==> config.mk <==
export PLATFORM = sky130hd
export DESIGN_NAME = mdio_phy_responder
export DESIGN_NICKNAME = d
export VERILOG_FILES = /design/src/rtl/mdio_phy_responder.sv
export SDC_FILE = /design/constraint.sdc
export NUM_CORES = 1
export LEC_CHECK = 0
export CELL_PAD_IN_SITES_DETAIL_PLACEMENT = 1
export CELL_PAD_IN_SITES_GLOBAL_PLACEMENT = 2
export CORE_UTILIZATION = 50
export DETAILED_ROUTE_END_ITERATION = 8
export HOLD_SLACK_MARGIN = 0.02
export PLACE_DENSITY_LB_ADDON = 0.12
export SYNTH_ARGS = -nofsm -noshare
export SYNTH_HDL_FRONTEND = slang
export SYNTH_SLANG_ARGS = --single-unit
==> constraint.sdc <==
create_clock -name clk -period 51.5 [get_ports clk]
set_clock_uncertainty 0.2 [all_clocks]
set_input_delay 5.15 -clock clk [delete_from_list [all_inputs] [get_ports clk]]
set_output_delay 5.15 -clock clk [all_outputs]
set_load 0.02 [all_outputs]
==> src/rtl/mdio_phy_responder.sv <==
// -----------------------------------------------------------------------------
// mdio_phy_responder
// PHY-side responder for Clause-22 MDIO management frames. MDC and MDIO_IN are
// oversampled on clk; frames addressed to PHY_ADDR read or write a local
// 32 x 16-bit register bank, and every committed write is also reported on
// the WR_* strobe bus.
//
// Ports
//   clk        system clock, all logic on posedge
//   RESET      asynchronous active-high reset
//   MDC        management clock from the station (asynchronous to clk)
//   MDIO_IN    serial data from the station
//   MDIO_OUT   serial read data towards the station
//   MDIO_OE    1 while the responder drives MDIO
//   WR_STROBE  1-clk pulse when a write commits
//   WR_ADDR    register address of the last committed write
//   WR_DATA    data of the last committed write
//   RD_STROBE  1-clk pulse when a read frame reaches turnaround
//   FRAME_ERR  1-clk pulse on a malformed write turnaround to PHY_ADDR
// -----------------------------------------------------------------------------
module mdio_phy_responder #(
    parameter logic [4:0] PHY_ADDR     = 5'd1,
    parameter int         PREAMBLE_LEN = 32
) (
    input  logic        clk,
    input  logic        RESET,
    input  logic        MDC,
    input  logic        MDIO_IN,
    output logic        MDIO_OUT,
    output logic        MDIO_OE,
    output logic        WR_STROBE,
    output logic [4:0]  WR_ADDR,
    output logic [15:0] WR_DATA,
    output logic        RD_STROBE,
    output logic        FRAME_ERR
);

    localparam int               CNT_W   = (PREAMBLE_LEN < 2) ? 1 : $clog2(PREAMBLE_LEN + 1);
    localparam logic [CNT_W-1:0] PRE_MAX = CNT_W'(PREAMBLE_LEN);

    typedef enum logic [3:0] {
        S_PRE, S_ST, S_OP, S_PHYAD, S_REGAD, S_TA, S_WDATA, S_RDATA, S_SKIP
    } state_t;

    state_t           state_q, state_d;
    logic [2:0]       mdc_sync_q, mdc_sync_d;
    logic [1:0]       mdio_sync_q, mdio_sync_d;
    logic [CNT_W-1:0] pre_cnt_q, pre_cnt_d;
    logic [4:0]       bit_cnt_q, bit_cnt_d;
    logic             is_read_q, is_read_d;
    logic             first_bit_q, first_bit_d;
    logic [4:0]       phyad_q, phyad_d;
    logic [4:0]       regad_q, regad_d;
    logic [15:0]      shift_q, shift_d;
    logic             mdio_oe_q, mdio_oe_d;
    logic             mdio_out_q, mdio_out_d;
    logic             wr_strobe_q, wr_strobe_d;
    logic [4:0]       wr_addr_q, wr_addr_d;
    logic [15:0]      wr_data_q, wr_data_d;
    logic             rd_strobe_q, rd_strobe_d;
    logic             frame_err_q, frame_err_d;
    logic [15:0]      bank_q [32];

    logic mdc_rise, mdc_fall, mdio_bit;

    // Two synchroniser stages, the third MDC stage only feeds the edge detector.
    assign mdc_sync_d  = {mdc_sync_q[1:0], MDC};
    assign mdio_sync_d = {mdio_sync_q[0], MDIO_IN};
    assign mdc_rise    = mdc_sync_q[1] & ~mdc_sync_q[2];
    assign mdc_fall    = ~mdc_sync_q[1] & mdc_sync_q[2];
    assign mdio_bit    = mdio_sync_q[1];

    always_comb begin
        // NOTE: every variable gets a default before the case; a path that
        // leaves one unassigned would otherwise infer a latch.
        state_d     = state_q;
        pre_cnt_d   = pre_cnt_q;
        bit_cnt_d   = bit_cnt_q;
        is_read_d   = is_read_q;
        first_bit_d = first_bit_q;
        phyad_d     = phyad_q;
        regad_d     = regad_q;
        shift_d     = shift_q;
        mdio_oe_d   = mdio_oe_q;
        mdio_out_d  = mdio_out_q;
        wr_strobe_d = 1'b0;
        wr_addr_d   = wr_addr_q;
        wr_data_d   = wr_data_q;
        rd_strobe_d = 1'b0;
        frame_err_d = 1'b0;

        if (mdc_rise) begin
            case (state_q)
                S_PRE: begin
                    if (mdio_bit) begin
                        if (pre_cnt_q != PRE_MAX) pre_cnt_d = pre_cnt_q + CNT_W'(1);
                    end else if (pre_cnt_q == PRE_MAX) begin
                        // Count saturates at PRE_MAX, so equality means "enough ones".
                        state_d   = S_ST;
                        pre_cnt_d = '0;
                    end else begin
                        pre_cnt_d = '0;
                    end
                end
                S_ST: begin
                    bit_cnt_d = '0;
                    state_d   = mdio_bit ? S_OP : S_PRE;
                end
                S_OP: begin
                    if (bit_cnt_q == 5'd0) begin
                        first_bit_d = mdio_bit;
                        bit_cnt_d   = 5'd1;
                    end else begin
                        bit_cnt_d = '0;
                        is_read_d = first_bit_q;
                        // Invalid opcodes drop silently: the target is unknown yet.
                        state_d   = (first_bit_q != mdio_bit) ? S_PHYAD : S_PRE;
                    end
                end
                S_PHYAD: begin
                    phyad_d = {phyad_q[3:0], mdio_bit};
                    if (bit_cnt_q == 5'd4) begin
                        if (phyad_d == PHY_ADDR) begin
                            state_d   = S_REGAD;
                            bit_cnt_d = '0;
                        end else begin
                            state_d   = S_SKIP;
                            bit_cnt_d = 5'd18;
                        end
                    end else begin
                        bit_cnt_d = bit_cnt_q + 5'd1;
                    end
                end
                S_REGAD: begin
                    regad_d = {regad_q[3:0], mdio_bit};
                    if (bit_cnt_q == 5'd4) begin
                        state_d   = S_TA;
                        bit_cnt_d = '0;
                        if (is_read_q) begin
                            rd_strobe_d = 1'b1;
                            shift_d     = bank_q[regad_d];
                        end
                    end else begin
                        bit_cnt_d = bit_cnt_q + 5'd1;
                    end
                end
                S_TA: begin
                    if (bit_cnt_q == 5'd0) begin
                        first_bit_d = mdio_bit;
                        bit_cnt_d   = 5'd1;
                    end else if (is_read_q) begin
                        state_d   = S_RDATA;
                        bit_cnt_d = '0;
                    end else if (first_bit_q && !mdio_bit) begin
                        state_d   = S_WDATA;
                        bit_cnt_d = '0;
                    end else begin
                        frame_err_d = 1'b1;
                        state_d     = S_SKIP;
                        bit_cnt_d   = 5'd16;
                    end
                end
                S_WDATA: begin
                    shift_d = {shift_q[14:0], mdio_bit};
                    if (bit_cnt_q == 5'd15) begin
                        wr_strobe_d = 1'b1;
                        wr_addr_d   = regad_q;
                        wr_data_d   = shift_d;
                        state_d     = S_PRE;
                        pre_cnt_d   = '0;
                    end else begin
                        bit_cnt_d = bit_cnt_q + 5'd1;
                    end
                end
                // Station bits during read data are ignored; only bit times count.
                S_RDATA: bit_cnt_d = bit_cnt_q + 5'd1;
                S_SKIP: begin
                    if (bit_cnt_q == 5'd1) begin
                        state_d   = S_PRE;
                        pre_cnt_d = '0;
                    end else begin
                        bit_cnt_d = bit_cnt_q - 5'd1;
                    end
                end
                default: state_d = S_PRE;
            endcase
        end else if (mdc_fall) begin
            if (state_q == S_TA && is_read_q && bit_cnt_q == 5'd1) begin
                // Second turnaround bit: take the bus and drive 0.
                mdio_oe_d  = 1'b1;
                mdio_out_d = 1'b0;
            end else if (state_q == S_RDATA) begin
                if (bit_cnt_q == 5'd16) begin
                    mdio_oe_d  = 1'b0;
                    mdio_out_d = 1'b0;
                    state_d    = S_PRE;
                    pre_cnt_d  = '0;
                end else begin
                    mdio_out_d = shift_q[15];
                    shift_d    = {shift_q[14:0], 1'b0};
                end
            end
        end
    end

    always_ff @(posedge clk or posedge RESET) begin
        if (RESET) begin
            state_q     <= S_PRE;
            mdc_sync_q  <= '0;
            mdio_sync_q <= '0;
            pre_cnt_q   <= '0;
            bit_cnt_q   <= '0;
            is_read_q   <= 1'b0;
            first_bit_q <= 1'b0;
            phyad_q     <= '0;
            regad_q     <= '0;
            shift_q     <= '0;
            mdio_oe_q   <= 1'b0;
            mdio_out_q  <= 1'b0;
            wr_strobe_q <= 1'b0;
            wr_addr_q   <= '0;
            wr_data_q   <= '0;
            rd_strobe_q <= 1'b0;
            frame_err_q <= 1'b0;
        end else begin
            // NOTE: non-blocking assignments so every flop samples the
            // pre-edge value of its neighbours, independent of statement order.
            state_q     <= state_d;
            mdc_sync_q  <= mdc_sync_d;
            mdio_sync_q <= mdio_sync_d;
            pre_cnt_q   <= pre_cnt_d;
            bit_cnt_q   <= bit_cnt_d;
            is_read_q   <= is_read_d;
            first_bit_q <= first_bit_d;
            phyad_q     <= phyad_d;
            regad_q     <= regad_d;
            shift_q     <= shift_d;
            mdio_oe_q   <= mdio_oe_d;
            mdio_out_q  <= mdio_out_d;
            wr_strobe_q <= wr_strobe_d;
            wr_addr_q   <= wr_addr_d;
            wr_data_q   <= wr_data_d;
            rd_strobe_q <= rd_strobe_d;
            frame_err_q <= frame_err_d;
        end
    end

    // The bank commits one clk after the last data bit, in the WR_STROBE cycle.
    always_ff @(posedge clk or posedge RESET) begin
        if (RESET) begin
            // NOTE: the bank must read as zero after reset, so it is built from
            // resettable flops rather than an uninitialised RAM.
            for (int i = 0; i < 32; i++) bank_q[i] <= '0;
        end else if (wr_strobe_q) begin
            bank_q[wr_addr_q] <= wr_data_q;
        end
    end

    assign MDIO_OUT  = mdio_out_q;
    assign MDIO_OE   = mdio_oe_q;
    assign WR_STROBE = wr_strobe_q;
    assign WR_ADDR   = wr_addr_q;
    assign WR_DATA   = wr_data_q;
    assign RD_STROBE = rd_strobe_q;
    assign FRAME_ERR = frame_err_q;

endmodule

==> impl_metrics.py <==
metrics = {
    "run_status": {
        "status": "complete, no violations",
    },
    "clock_tree": {
        "cts_max_level": 3,
        "clkTransAtPathRegs_ns": 0.06,
        "cts_root_buf": "clkbuf_16",
        "cts_tree": "yes",
        "cts_resized": 0,
        "clock_latency_ns": 0.61,
        "post-cts-setup-buffers": 0,
        "cts_hold_buffers": 0,
        "numCtsBuffers": 67,
        "cts.sinks": 585,
        "cts_buffer_depth": 3,
    },
    "pwr": {
        "comb_power_share_pct": 2.2,
        "internal-power_mw": 0.7655,
        "powerDensity_mw_per_mm2": 32.44,
        "power.leakage_nw": 14.28,
        "p_seq_share_pct": 47.6,
        "power_switching_mw": 0.2165,
        "ir_drop_v": 0.00003465,
        "p_clk_share_pct": 50.1,
        "switching_share_pct": 22.05,
    },
    "synthesis": {
        "synth_largest_area_cell": "dfrtp_1",
        "yosysSeqAreaShare_pct": 53.73,
        "synth_top_area_share_pct": 53.73,
        "synth_cell_types": 68,
        "syn_inst": 1918,
        "syn-num-nets": 1931,
        "syn_area_mm2": 0.02725,
        "syn_avg_cell_area_um2": 14.21,
        "synth-edff-count": 0,
        "yosysWarnings": 0,
        "synth.ff_latch_count": 585,
        "synth_area_leaders": "dfrtp_1 (54%), mux2_2 (24%), mux4_2 (8.0%), clkbuf_1 (1.1%), buf_2 (0.88%)",
        "synthTopCellsByCount": "dfrtp_1 (585), mux2_2 (581), mux4_2 (97), clkbuf_1 (81), nor2_1 (60)",
        "synth.most_common_cell": "dfrtp_1",
        "synth-main-ff-cell": "dfrtp_1",
        "async_flop_share_pct": 100.0,
    },
    "drt": {
        "vias_per_cell": 6.350,
        "drt_iter0_drc": 1133,
        "drt-total-wl_um": 78160,
        "ant_nets": 0,
        "first_pass_iters": 5,
        "drc": 0,
        "wl_per_cell_um": 29.56,
        "vias": 16789,
    },
    "placed_design": {
        "place_ws_ns": 42.32,
        "port_buffers": 29,
        "place_hpwl_um": 44850,
        "dp_cells": 2520,
        "routabilityCongestion": 0.7999,
    },
    "layout": {
        "drive_gt1_share_pct": 44.82,
        "instances_no_fill": 2644,
        "fin_util_pct": 56.25,
        "final_nets": 1906,
        "area_growth_pct": 11.11,
        "num_antenna_cells": 0,
    },
    "grt": {
        "grt_util_all_layers_pct": 29.24,
        "antenna_found_initial": 0,
        "grt_max_degree": 131,
        "grt_pass1_vias": 18139,
        "grt_pass1_wl_um": 120300,
        "gr-total-overflow": 0,
    },
    "worst_setup_path": {
        "cp_data_required_time_ns": 51.89,
        "reg2reg_from": "mdio_sync_q[1]",
        "startpoint": "RESET",
        "path_max_fanout": 130,
        "critPathCaptureType": "asynchronous set/reset pin",
        "critPathLaunchType": "input pin",
        "cp.arrival_ns": 8.77,
        "critPathKind": "in2async",
    },
    "floorplanning": {
        "io_pins": 30,
        "dieWidth_um": 235.4,
        "core_area_mm2": 0.05381,
        "rows": 85,
        "initial_core_util_pct": 50.63,
        "die-area_mm2": 0.05543,
        "fp.dieH_um": 235.4,
    },
    "run": {
        "maxCapViolCount": 0,
    },
    "sta": {
        "holdWs_ns": 0.1594,
        "fin_ws_ns": 43.12,
        "final.setup.tns_ns": 0,
        "min_period_over_period_pct": 16.28,
        "setup_viol": 0,
        "max_freq_mhz": 119.3,
        "drv_slew": 0,
        "post-route-min-period_ns": 8.382,
        "rsz0062_at_grt": "no",
        "maxSlewHeadroom_pct": 17.94,
        "hold_viol": 0,
        "worstMarginPinSlew_ns": 1.230,
    },
    "worst_hold_path": {
        "hold_start": "mdio_sync_q[0]",
        "hold_path_class": "reg2reg",
    },
}
-- cell type report --
type / count / area (um^2)
Clock buffer: 104 / 2059
Sequential cell: 585 / 14650
Tap cell: 696 / 870.8
Inverter: 18 / 75.07
Timing Repair Buffer: 67 / 575.6
Clock inverter: 20 / 241.5
Fill cell: 5123 / 23540
Multi-Input combinational cell: 1154 / 11800
-- cell usage in the layout, fill, tap and decap left out, drive strengths merged, types with 3 or more instances in the layout --
| master | netlist | layout |
|---|---|---|
| clkdlybuf4s50 | 0 | 29 |
| a211oi | 16 | 16 |
| clkbuf | 82 | 104 |
| nor4 | 16 | 16 |
| nand4bb | 3 | 3 |
| a2111oi | 3 | 3 |
| mux2 | 581 | 581 |
| nand2 | 66 | 66 |
| a22oi | 29 | 29 |
| ha | 9 | 9 |
| o32ai | 3 | 3 |
| a21o | 4 | 4 |
| mux4 | 97 | 97 |
| and2 | 18 | 18 |
| o211ai | 3 | 3 |
| inv | 18 | 19 |
| o31ai | 25 | 25 |
| nor2 | 68 | 68 |
| bufinv | 0 | 4 |
| nor2b | 5 | 5 |
| a21oi | 11 | 11 |
| dfrtp | 585 | 585 |
| clkinv | 0 | 15 |
| and3 | 7 | 7 |
| nand3b | 6 | 6 |
| nand3 | 12 | 12 |
| nor3 | 24 | 24 |
| mux2i | 20 | 20 |
| o22ai | 31 | 31 |
| a31oi | 5 | 5 |
| o21ai | 41 | 41 |
| buf | 79 | 38 |
| nor3b | 5 | 5 |
| nand2b | 8 | 8 |
| nand4 | 3 | 3 |
-- layer usage --
layer / routed length, um / vias up / global-route usage [%]
met5: 0 / - / 0
met4: 2455 / 0 / 10.08
met3: 3137 / 144 / 4.292
met2: 37240 / 378 / 46.02
met1: 35330 / 9215 / 41.69
li1: - / 7052 / -
-- cell families (layout without fill, tap and decap cells) --
logic type | after synthesis | count (layout) | synth area share (%)
muxes | 698 | 698 | 32.77
DFF | 585 | 585 | 53.73
buffers and inverters | 179 | 209 | 3.256
AOI/OAI and AO/OA | 192 | 192 | 4.845
adders and majority gates | 9 | 9 | 0.4133
and+or+nand+nor | 255 | 255 | 4.992
-- power groups by stage --
stage                     Combinational (mW)  Clock [mW]  Sequential (mW)
after floorplan                       0.0169           0            0.474
after global routing                  0.0252       0.519            0.468
after CTS                             0.0227       0.501            0.468
after detailed placement              0.0226           0            0.476
final                                 0.0220       0.492            0.468
after global placement                0.0221           0            0.476
-- worst max-delay path, stage by stage --
cell             delay [ns]
clkdlybuf4s50_1        0.49
inv_8                  0.61
buf_4                  0.65
buf_4                  0.77
buf_4                  0.89
-- through the flow --
stage          total power [mW]  cell area, um^2
4_1_cts                  0.9911            30270
6_report                 0.9820            30270
5_1_grt                   1.012            30270
3_3_place_gp             0.4979            27970
2_1_floorplan            0.4907            27250
3_5_place_dp             0.4984            27970
-- state kept, by name (all words and copies together), names as in the netlist --
name	count
WR_DATA	16
MDIO_OUT	1
MDIO_OE	1
RD_STROBE	1
bank_q	512
mdio_sync_q	2
mdc_sync_q	3
WR_STROBE	1
bit_cnt_q	5
pre_cnt_q	6
first_bit_q	1
phyad_q	4
regad_q	5
WR_ADDR	5
FRAME_ERR	1
shift_q	16
state_q	4
is_read_q	1
-- final timing paths --
path                                  end  slack (ns)  depth (start not counted)
max                           bank_q[301]       43.12                          5
min                        mdio_sync_q[1]        0.16                          0
max reg2reg                   shift_q[11]       47.41                          6
min reg2reg                mdio_sync_q[1]        0.16                          0
max in group clk              WR_DATA[13]       43.64                          1
min in group asynchronous     bank_q[424]        4.90                          2
No activity file was read; power rests on OpenSTA's default activity.
